[src/rtl/instr_encoder.sv]
// instr_encoder: packs RV32I instruction fields into a 32-bit word behind a 2-entry FIFO.
// Optional immediate/format checking is enabled by defining INSTR_ENCODER_IMM_CHECK_EN.
`default_nettype none

module instr_encoder (
    input  logic        clk,
    input  logic        reset_n,
    input  logic        in_valid,
    output logic        in_ready,
    input  logic [2:0]  fmt,
    input  logic [6:0]  opcode,
    input  logic [2:0]  funct3,
    input  logic [6:0]  funct7,
    input  logic [4:0]  rs1,
    input  logic [4:0]  rs2,
    input  logic [4:0]  rd,
    input  logic [31:0] imm,
    output logic        out_valid,
    input  logic        out_ready,
    output logic [31:0] out_word,
    output logic        out_err,
    output logic [15:0] enc_count
);

    localparam logic [2:0] FMT_R = 3'd0;
    localparam logic [2:0] FMT_I = 3'd1;
    localparam logic [2:0] FMT_S = 3'd2;
    localparam logic [2:0] FMT_B = 3'd3;
    localparam logic [2:0] FMT_U = 3'd4;
    localparam logic [2:0] FMT_J = 3'd5;

    logic [31:0] word_q [0:1];
    logic        err_q  [0:1];
    logic [1:0]  count_q, count_d;
    logic        wr_ptr_q, rd_ptr_q;
    logic [15:0] enc_count_q;

    logic [31:0] word_d;
    logic        err_d;
    logic        push, pop;

    // Illegal formats 6/7 fall through to the R layout.
    always_comb begin
        word_d = {funct7, rs2, rs1, funct3, rd, opcode};
        case (fmt)
            FMT_I: word_d = {imm[11:0], rs1, funct3, rd, opcode};
            FMT_S: word_d = {imm[11:5], rs2, rs1, funct3, imm[4:0], opcode};
            FMT_B: word_d = {imm[12], imm[10:5], rs2, rs1, funct3, imm[4:1], imm[11], opcode};
            FMT_U: word_d = {imm[31:12], rd, opcode};
            FMT_J: word_d = {imm[20], imm[10:1], imm[11], imm[19:12], rd, opcode};
            default: word_d = {funct7, rs2, rs1, funct3, rd, opcode};
        endcase
    end

`ifdef INSTR_ENCODER_IMM_CHECK_EN
    always_comb begin
        err_d = 1'b0;
        case (fmt)
            FMT_R:        err_d = 1'b0;
            FMT_I, FMT_S: err_d = (imm != {{20{imm[11]}}, imm[11:0]});
            FMT_B:        err_d = (imm != {{19{imm[12]}}, imm[12:0]}) || imm[0];
            FMT_U:        err_d = (imm[11:0] != 12'd0);
            FMT_J:        err_d = (imm != {{11{imm[20]}}, imm[20:0]}) || imm[0];
            default:      err_d = 1'b1;
        endcase
    end
`else
    always_comb begin
        err_d = 1'b0;
    end
`endif

    assign in_ready  = (count_q != 2'd2);
    assign out_valid = (count_q != 2'd0);
    assign push      = in_valid && in_ready;
    assign pop       = out_valid && out_ready;

    always_comb begin
        count_d = count_q;
        case ({push, pop})
            2'b10:   count_d = count_q + 2'd1;
            2'b01:   count_d = count_q - 2'd1;
            default: count_d = count_q;
        endcase
    end

    always_ff @(posedge clk or negedge reset_n) begin
        if (!reset_n) begin
            count_q     <= 2'd0;
            wr_ptr_q    <= 1'b0;
            rd_ptr_q    <= 1'b0;
            enc_count_q <= 16'd0;
            word_q[0]   <= 32'd0;
            word_q[1]   <= 32'd0;
            err_q[0]    <= 1'b0;
            err_q[1]    <= 1'b0;
        end else begin
            count_q <= count_d;
            if (push) begin
                word_q[wr_ptr_q] <= word_d;
                err_q[wr_ptr_q]  <= err_d;
                wr_ptr_q         <= ~wr_ptr_q;
            end
            if (pop) begin
                rd_ptr_q    <= ~rd_ptr_q;
                enc_count_q <= enc_count_q + 16'd1;
            end
        end
    end

    // Outputs come only from FIFO storage, gated to zero when empty.
    assign out_word  = out_valid ? word_q[rd_ptr_q] : 32'd0;
    assign out_err   = out_valid ? err_q[rd_ptr_q]  : 1'b0;
    assign enc_count = enc_count_q;

endmodule

`default_nettype wire

[config.mk]
export PLATFORM = sky130hd
export DESIGN_NAME = instr_encoder
export DESIGN_NICKNAME = d
export VERILOG_FILES = /design/src/rtl/instr_encoder.sv
export SDC_FILE = /design/constraint.sdc
export NUM_CORES = 1
export LEC_CHECK = 0
export ABC_AREA = 1
export BUFFER_PORTS_ARGS = -buffer_cell sky130_fd_sc_hd__buf_2
export CAP_MARGIN = 20
export CORE_MARGIN = 2
export CORE_UTILIZATION = 50
export CTS_BUF_LIST = sky130_fd_sc_hd__clkbuf_8
export DETAILED_ROUTE_END_ITERATION = 8
export GPL_ROUTABILITY_DRIVEN = 1
export PLACE_DENSITY = 0.87
export SLEW_MARGIN = 20
export SYNTH_ARGS = -nofsm -noshare
export SYNTH_HDL_FRONTEND = slang
export SYNTH_SLANG_ARGS = --single-unit
[constraint.sdc]
create_clock -name clk -period 2.3 [get_ports clk]
set_input_delay 0.46 -clock clk [delete_from_list [all_inputs] [get_ports clk]]
set_output_delay 0.46 -clock clk [all_outputs]
set_load 0.01 [all_outputs]
==> results of run 1 <==
worst reg2reg max path: cells and delay by family (launching register included):
family        cells  cell delay (ns)
simple gates      7             0.81
flops             1             0.45
buf+inv           2             0.39
cell type report:
class                   instances  area (um2)
inverters                      49         184
flip-flops and latches         86        2150
clock buffers                   9         124
repair buffers                132         691
clock inverters                 7        73.8
well taps                     108         135
multi-input cells             444        1960
fillers                       760        3320
placed cells by master (no fill, tap or decap), drive strengths merged:
cell | Yosys | routed
ha | 2 | 2
xor2 | 7 | 7
inv | 49 | 52
nand4 | 6 | 6
o211ai | 1 | 1
a21oi | 34 | 34
clkbuf | 15 | 9
buf | 11 | 132
nor2 | 25 | 25
o21ai | 47 | 47
clkinvlp | 0 | 3
nor3 | 3 | 3
nand3b | 2 | 2
xnor2 | 6 | 6
bufinv | 0 | 1
nand3 | 21 | 21
dfrtp | 86 | 86
nand2 | 289 | 289
mux2i | 1 | 1
Yosys cell counts:
library cell	n	share of area, %
nand2_1	285	24
dfrtp_1	86	49
o21ai_0	46	5.2
inv_1	45	3.8
a21oi_1	34	3.9
nand3_1	21	2.4
nor2_1	20	1.7
clkbuf_1	15	1.3
buf_2	11	1.3
xor2_1	7	1.4
nand4_1	6	0.85
xnor2_1	6	1.2
inv_2	4	0.34
nand2_2	4	0.57
nor2_4	3	0.77
ha_1	2	0.57
nand3b_1	2	0.34
nor2_2	2	0.28
nor3_1	2	0.23
mux2i_1	1	0.23
nor3_2	1	0.23
o211ai_1	1	0.17
o21ai_1	1	0.11
path summary, 6_finish.rpt:
path	slack [ns]	end	cells past startpoint
setup / recovery	0.09	out_word[19]	4
hold / removal	0.09	enc_count[9]$_DFFE_PN0P_	1
setup reg to reg	0.56	enc_count[11]$_DFFE_PN0P_	9
hold reg to reg	0.48	word_q[37]$_DFFE_PN0P_	2
max in group asynchronous	1.51	word_q[39]$_DFFE_PN0P_	2
min in group clk	0.34	word_q[1]$_DFFE_PN0P_	3
power by group through the flow:
stage               Sequential, mW  Combinational, mW  Clock (mW)
global placement              2.50               2.78           0
global route                  2.58               3.24        1.15
CTS                           2.50               2.90        1.08
finish                        2.51               2.89        1.06
detailed placement            2.53               2.89           0
floorplan                     2.43               1.88           0
flip-flops by register name (all words and copies together) (netlist names):
name       cells
count_q        2
word_q        64
enc_count     16
rd_ptr_q       1
wr_ptr_q       1
err_q          2
per-stage QoR:
step / instance area [um2] / util, % / power (mW)
final: 5320 / 61.6 / 6.45
after global placement: 5120 / 59.3 / 5.28
after floorplan: 4400 / - / 4.31
after CTS: 5320 / 61.6 / 6.48
after global routing: 5320 / 61.6 / 6.97
after detailed placement: 5120 / 59.3 / 5.41
logic make-up after synthesis:
kind of cell | count (synthesis) | synth area share [%]
xor+xnor | 13 | 2.59
mux | 1 | 0.227
compound gates | 82 | 9.38
flops | 86 | 48.9
buf+inv | 75 | 6.71
fa+ha+maj | 2 | 0.568
simple gates | 346 | 31.7
routing by layer:
layer,share of wire [%],routed length [um]
met5,0,0
met4,1.4,158
met3,6.8,745
met2,49,5420
met1,42,4630
==> summary.txt, run 1 <==
Clock tree
  • Sink Count: 86
  • CTS tree: yes
  • H-tree depth: 3
  • Clk_lat worst skew: 0.35 ns
  • Cts hold-fix bufs: 0
  • CTS Buf Count: 9
  • Post-CTS Setup Inserts: 0
  • Root Buffer: clkbuf_8
  • Post_cts resized: 0
  • Clock transition at path regs: 0.09 ns
  • Maximum root-to-sink buffer count: 2

Timing
  • Hold_ws: 0.0930 ns
  • Period utilization: 96.0%
  • FMAX: 453 MHz
  • Fin. Hold Viols: 0
  • Final setup viols: 0
  • RSZ-0062 raised after global routing: false
  • Final TNS setup: 0 ns
  • Final Max Tran Viols: 0
  • Worst rel slew slack: 55.6%
  • Post-route worst setup slack: 0.0929 ns
  • Worst Clk Skew: 0.0103 ns
  • Fin crit period: 2.21 ns
  • Slew @ Worst Pin: 0.663 ns

Critical path
  • CP arrival: 1.75 ns
  • Worst reg2reg path startpoint: count_q[0]$_DFFE_PN0P_
  • CP Launch Type: flip-flop
  • Crit path cell chain: inv_1 -> nand2_1 -> a21oi_1 -> buf_2
  • Setup CP Type: flip-flop to primary output
  • CP Capture Type: primary output
  • WP data required: 1.84 ns
  • Buffers plus inverters on the worst setup path: 2
  • Top delay family on crit path: buffers and inverters
  • Critical path origin: rd_ptr_q$_DFFE_PN0P_
  • Worst path slowest cell: dfrtp_2
  • Max stage delay on crit path: 0.51 ns
  • Critical-path maximum fanout: 14

Floorplan
  • Vert. Die Dim: 97.8 um
  • I/O pins: 122
  • DIE WIDTH: 97.8 um
  • Total die area: 9570 um2
  • Row Count: 34
  • Initial Util: 51.0%
  • Core Region: 8640 um2

Layout
  • Share of cells above drive strength 1: 22.3%
  • Syn-to-layout area delta: 20.7%
  • Final #Nets: 795
  • Antenna diodes: 0
  • Final Non-Filler Cells: 835

Route
  • Initial DRC Count: 203
  • Avg Vias per Cell: 5.12
  • Residual DRC: 0
  • Wire per inst: 13.1 um
  • Antenna viol nets, final: 0
  • DR vias: 4279
  • First drt pass iteration count: 5
  • WL final: 11000 um

Place
  • Placed cells: 819
  • Gp weighted congestion: 0.837
  • Pre-CTS setup slack: 0.470 ns
  • Post-DP HPWL: 8020 um
  • Port buffer count: 121

Pwr
  • Leakage power: 2.92 nW
  • Clk pwr share: 16.4%
  • Net Sw Power: 2.74 mW
  • Cell area power density: 1210 nW/um2
  • Sw Share: 42.5%
  • Reg power frac: 38.9%
  • Pint: 3.71 mW
  • Max VDD drop: 0.000587 V
  • Comb power frac: 44.7%

GRT
  • GRT busiest layer: met2
  • Largest net degree at the start of global routing: 45
  • Global routing met1 resource utilization: 29.6%
  • Routing usage on met3: 4.01%
  • First-pass GRT wire length: 18600 um
  • Vias in the first global route: 4237
  • GRT met2 Usage: 41.1%
  • Initial antenna violation count: 0
  • GRT overflow: 0
  • All-Layer GR Usage: 23.4%

Logic synthesis
  • Yosys reg bits: 86
  • Cell count after synthesis: 605
  • Post-synthesis net count: 678
  • Mapped Area: 4400 um2
  • Sequential-to-total area share from yosys stat: 48.9%
  • Synth warn: 0
  • Avg Inst Size Synth: 7.28 um2
  • Synth unique cells: 23

Min path
  • Worst hold path type: input port to asynchronous set/reset pin

Job
  • Max Cap Viol: 0

Outcome
  • Outcome: completed
(Power assumes the default switching activity.)
==> inputs of run 2 (changes only) <==
Settings changed: CORE_ASPECT_RATIO set to 0.8.
==> summary.txt, run 2 (synthesized netlist as in run 1, its figures left out) <==
Route
  • Avg Vias per Cell: 5.14
  • Wire per inst: 13.6 um
  • First drt pass iteration count: 5
  • Residual DRC: 0
  • Initial DRC Count: 295
  • DR vias: 4297
  • Antenna viol nets, final: 0
  • WL final: 11400 um

Pwr
  • Comb power frac: 43.1%
  • Clk pwr share: 20.1%
  • Net Sw Power: 2.73 mW
  • Leakage power: 2.94 nW
  • Cell area power density: 1260 nW/um2
  • Pint: 4.06 mW
  • Reg power frac: 36.8%
  • Max VDD drop: 0.000600 V
  • Sw Share: 40.2%

Timing
  • Worst Clk Skew: 0.00845 ns
  • Worst rel slew slack: 54.4%
  • Final setup viols: 0
  • Period utilization: 91.8%
  • Fin. Hold Viols: 0
  • FMAX: 473 MHz
  • Final Max Tran Viols: 0
  • Fin crit period: 2.11 ns
  • Final TNS setup: 0 ns
  • RSZ-0062 raised after global routing: false
  • Slew @ Worst Pin: 0.680 ns

Floorplan
  • Total die area: 9580 um2
  • Vert. Die Dim: 87.9 um
  • Row Count: 30
  • Core Region: 8520 um2
  • I/O pins: 122
  • Initial Util: 51.7%
  • DIE WIDTH: 109 um

Clock tree
  • Maximum root-to-sink buffer count: 2
  • Clk_lat worst skew: 0.35 ns
  • Root Buffer: clkbuf_8
  • Clock transition at path regs: 0.08 ns
  • CTS Buf Count: 9
  • H-tree depth: 3
  • Sink Count: 86
  • CTS tree: yes

Min path
  • Worst hold path type: input port to asynchronous set/reset pin

Place
  • Port buffer count: 121
  • Gp weighted congestion: 0.833
  • Placed cells: 820
  • Post-DP HPWL: 8040 um

Layout
  • Share of cells above drive strength 1: 22.2%
  • Max reg flops: 64
  • Largest Register: word_q
  • Post-layout util: 63.3%
  • Final Non-Filler Cells: 836
  • Syn-to-layout area delta: 22.5%
  • Final #Nets: 794
  • Most common cell after layout, fill and taps aside: nand2_1
  • Most frequent cells in the layout: nand2_1, buf_2, dfrtp_1
  • Antenna diodes: 0

GRT
  • First-pass GRT wire length: 18500 um
  • All-Layer GR Usage: 24.8%
  • Vias in the first global route: 3971
  • Largest net degree at the start of global routing: 46
  • GRT overflow: 0
  • Initial antenna violation count: 0

Critical path
  • CP arrival: 1.65 ns
  • Setup CP Type: flip-flop to primary output
  • WP data required: 1.84 ns
  • Critical-path maximum fanout: 10
  • FF-to-FF path depth: 9
  • Max stage delay on crit path: 0.46 ns
  • Worst path slowest cell: dfrtp_1
  • Crit path cell chain: nor2_4 -> clkinvlp_4 -> o21ai_0 -> a21oi_1 -> buf_2
  • CP Launch Type: flip-flop
  • CP Capture Type: primary output

Outcome
  • Outcome: completed

Job
  • Max Cap Viol: 0
## run 2: changes by cell type in the layout (fill, tap and decap cells not counted), sizes merged
cell / change
buf: -2
clkbuf: +1
clkinvlp: -1
inv: -4
bufinv: +3
## run 2: routing by layer
metal	GRT usage (%)	routed length, um	up-vias
met5	0	0	-
met4	6.41	139	0
met3	5.36	802	11
met2	43.1	5480	175
met1	31.7	4960	2007
li1	-	-	2104
## run 2: final timing paths
| kind | startpoint | end | slack, ns |
|---|---|---|---|
| setup / recovery | count_q[0]$_DFFE_PN0P_ | out_word[1] | 0.19 |
| hold / removal | reset_n | word_q[17]$_DFFE_PN0P_ | 0.09 |
| setup reg to reg | count_q[0]$_DFFE_PN0P_ | enc_count[11]$_DFFE_PN0P_ | 0.41 |
| hold reg to reg | word_q[35]$_DFFE_PN0P_ | word_q[35]$_DFFE_PN0P_ | 0.48 |
| max in group asynchronous | reset_n | rd_ptr_q$_DFFE_PN0P_ | 1.54 |
| min in group clk | opcode[5] | word_q[37]$_DFFE_PN0P_ | 0.33 |
## run 2: what timing repair did
item / CTS / global route
hold buffers: 0 / 0
buffers inserted: 0 / 1
setup endpoints to repair: 0 / 20
resized for setup: 0 / 3
## run 2: area by class of cell
cell class                      instances  area (um2)
Clock buffer                           10         138
Clock inverter                          4         120
Fill cell                             748        3130
Inverter                               49         188
Multi-Input combinational cell        444        1960
Sequential cell                        86        2150
Tap cell                              112         140
Timing Repair Buffer                  130         688
Timing Repair inverter                  1        7.51
## run 2: power groups by stage
stage | Combinational [mW] | Sequential [mW] | Clock, mW
2_1_floorplan | 1.88 | 2.43 | 0
3_3_place_gp | 2.80 | 2.48 | 0
3_5_place_dp | 2.89 | 2.52 | 0
4_1_cts | 2.91 | 2.49 | 1.38
5_1_grt | 3.34 | 2.58 | 1.44
6_report | 2.93 | 2.50 | 1.36
## run 2: through the flow
step                hold WS [ns]  cell area (um2)  power, mW  setup slack [ns]
CTS                       0.0996             5370       6.78            0.0667
global route               0.115             5400       7.36            0.0670
detailed placement         0.455             5110       5.41             0.425
floorplan                  0.164             4400       4.31             0.638
global placement           0.449             5110       5.28             0.530
finish                    0.0890             5400       6.79             0.188
## run 2: worst max-delay path, delay by kind of cell, from the launching register on
family                 cells  cell delay (ns)
AOI/OAI and AO/OA          2             0.21
buffers and inverters      2             0.39
DFF                        1             0.46
and+or+nand+nor            1             0.23
==> inputs of run 3 (changes only) <==
Settings changed: ABC_AREA 1 to 0.
==> summary.txt, run 3 <==
Critical path
  • Critical Path End: out_word[8]
  • RR Endpoint: word_q[7]$_DFFE_PN0P_
  • FF-to-FF path depth: 5
  • R2R Setup Slk: 0.35 ns
  • CP arrival: 1.64 ns
  • Critical-path maximum fanout: 33
  • Worst reg2reg path startpoint: count_q[0]$_DFFE_PN0P_
  • Setup CP Type: flip-flop to primary output
  • CP Capture Type: primary output
  • CP Launch Type: flip-flop
  • Critical path origin: count_q[0]$_DFFE_PN0P_
  • WP data required: 1.84 ns

GRT
  • All-Layer GR Usage: 21.9%
  • Vias in the first global route: 3275
  • Largest net degree at the start of global routing: 51
  • GRT overflow: 0
  • Initial antenna violation count: 0
  • First-pass GRT wire length: 15900 um

Logic synthesis
  • Mapped Area: 4380 um2
  • Mux contribution to synthesized area: 25.5%
  • Synth unique cells: 36
  • Synth top area cells: dfrtp_1, mux2_2, mux2i_1, o21ai_0, nand2_1
  • Yosys reg bits: 86
  • Synth warn: 0
  • Simple-gate share of the synthesized area: 11.4%
  • Main combinational cell family by area after synthesis: multiplexers
  • Cell count after synthesis: 405
  • Top-count cell post-synth: dfrtp_1
  • Post-synthesis adder-cell area fraction: 0.571%
  • Sequential-to-total area share from yosys stat: 49.1%
  • Compound-Gate Fraction of Synth Area: 6.11%
  • Share of the synthesized area in the top cell type: 49.1%
  • XOR/XNOR share of the synthesized area: 3.80%
  • Synth area leader: dfrtp_1
  • Top cells by count, synth: dfrtp_1, mux2i_1, mux2_2
  • Post-synthesis net count: 478
  • FFs w/ async S/R, synth: 100%
  • Primary FF master, synth: dfrtp_1
  • Post-synth EDFFs: 0
  • Avg Inst Size Synth: 10.8 um2

Layout
  • Syn-to-layout area delta: 20.6%
  • Share of cells above drive strength 1: 37.6%
  • Antenna diodes: 0
  • Most frequent cells in the layout: buf_2, dfrtp_1, mux2i_1
  • Max reg flops: 64
  • Largest Register: word_q
  • Most common cell after layout, fill and taps aside: buf_2
  • Final #Nets: 593

Floorplan
  • Initial Util: 51.6%
  • Vert. Die Dim: 87.7 um
  • DIE WIDTH: 109 um
  • I/O pins: 122
  • Core Region: 8480 um2
  • Row Count: 30
  • Total die area: 9530 um2

Clock tree
  • Clock transition at path regs: 0.08 ns
  • Root Buffer: clkbuf_8
  • Clk_lat worst skew: 0.35 ns
  • Post-CTS Setup Inserts: 0
  • CTS tree: yes
  • Sink Count: 86
  • H-tree depth: 3
  • CTS Buf Count: 9
  • Post_cts resized: 0
  • Cts hold-fix bufs: 0
  • Maximum root-to-sink buffer count: 2

Job
  • Max Cap Viol: 0

Timing
  • FMAX: 477 MHz
  • Period utilization: 91.2%
  • Slew @ Worst Pin: 0.709 ns
  • RSZ-0062 raised after global routing: false
  • Final setup viols: 0
  • Final TNS setup: 0 ns
  • Hold_ws: 0.0617 ns
  • Fin crit period: 2.10 ns
  • Final Max Tran Viols: 0
  • Worst rel slew slack: 52.7%
  • Worst Clk Skew: 0.0117 ns
  • Fin. Hold Viols: 0

Pwr
  • Cell area power density: 1240 nW/um2
  • Max VDD drop: 0.000525 V
  • Leakage power: 2.74 nW
  • Power Total: 6.54 mW

Route
  • First drt pass iteration count: 5
  • Initial DRC Count: 157
  • DR vias: 3362
  • Residual DRC: 0
  • Antenna viol nets, final: 0
  • WL final: 10000 um
  • Avg Vias per Cell: 5.29
  • Wire per inst: 15.7 um

Place
  • Post-DP HPWL: 7350 um
  • Port buffer count: 121
  • Gp weighted congestion: 0.839

Min path
  • Worst hold path type: input port to asynchronous set/reset pin

Outcome
  • Outcome: completed
-- run 3: cell count changes in the layout (fill, tap and decap cells not counted), sizes merged, moves of 10 or more --
cell   delta
nand3    -17
mux2     +50
a21oi    -32
nand2   -240
nor2     +17
mux2i    +52
inv      -35
o21ai    -10
-- run 3: cell families after synthesis --
family	Yosys count
xor gates and xnor gates	19
AOI/OAI and AO/OA	48
buffers and inverters	34
muxes	104
and+or+nand+nor	112
DFF	86
adders and majority gates	2
-- run 3: report_power, final --
part	total, mW	switching, mW	internal, mW
combinational	2.97	1.58	1.39
sequential	2.56	0.397	2.17
clock	1.01	0.499	0.511
-- run 3: area by class of cell --
cell class	count	area [um2]
flip-flops and latches	86	2150
inverters	9	33.8
well taps	112	140
multi-input cells	285	2080
fillers	708	3200
repair buffers	129	693
clock buffers	10	138
clock inverters	5	45.0
-- run 3: worst max-delay path: stages, from the launching register on --
cell and delay, ns:
dfrtp_1 0.46, nor2_2 0.17, buf_4 0.37, nor2_1 0.11, buf_2 0.17
-- run 3: worst min path at each step --
stage,cells past startpoint,to,startpoint
6_report,1,word_q[5]$_DFFE_PN0P_,reset_n
2_1_floorplan,0,count_q[0]$_DFFE_PN0P_,reset_n
3_3_place_gp,1,word_q[37]$_DFFE_PN0P_,reset_n
4_1_cts,1,word_q[5]$_DFFE_PN0P_,reset_n
5_1_grt,1,word_q[35]$_DFFE_PN0P_,reset_n
3_5_place_dp,1,word_q[5]$_DFFE_PN0P_,reset_n
-- run 3: through the flow --
stage                     setup WS (ns)  instance area [um2]  std cells  utilization [%]
after floorplan                   0.519                 4380        405                -
after global routing              0.117                 5280        636             62.3
after detailed placement          0.337                 5100        621             60.1
after global placement            0.418                 5100        621             60.1
final                             0.203                 5280        636             62.3
after CTS                         0.179                 5280        636             62.3
-- run 3: metal layers --
metal	GRT usage [%]	up-vias	wire length, um
met2	34.7	121	4640
met1	29.2	1620	4470
met3	5.28	13	751
li1	-	1608	-
met4	8.62	0	150
met5	0	-	0
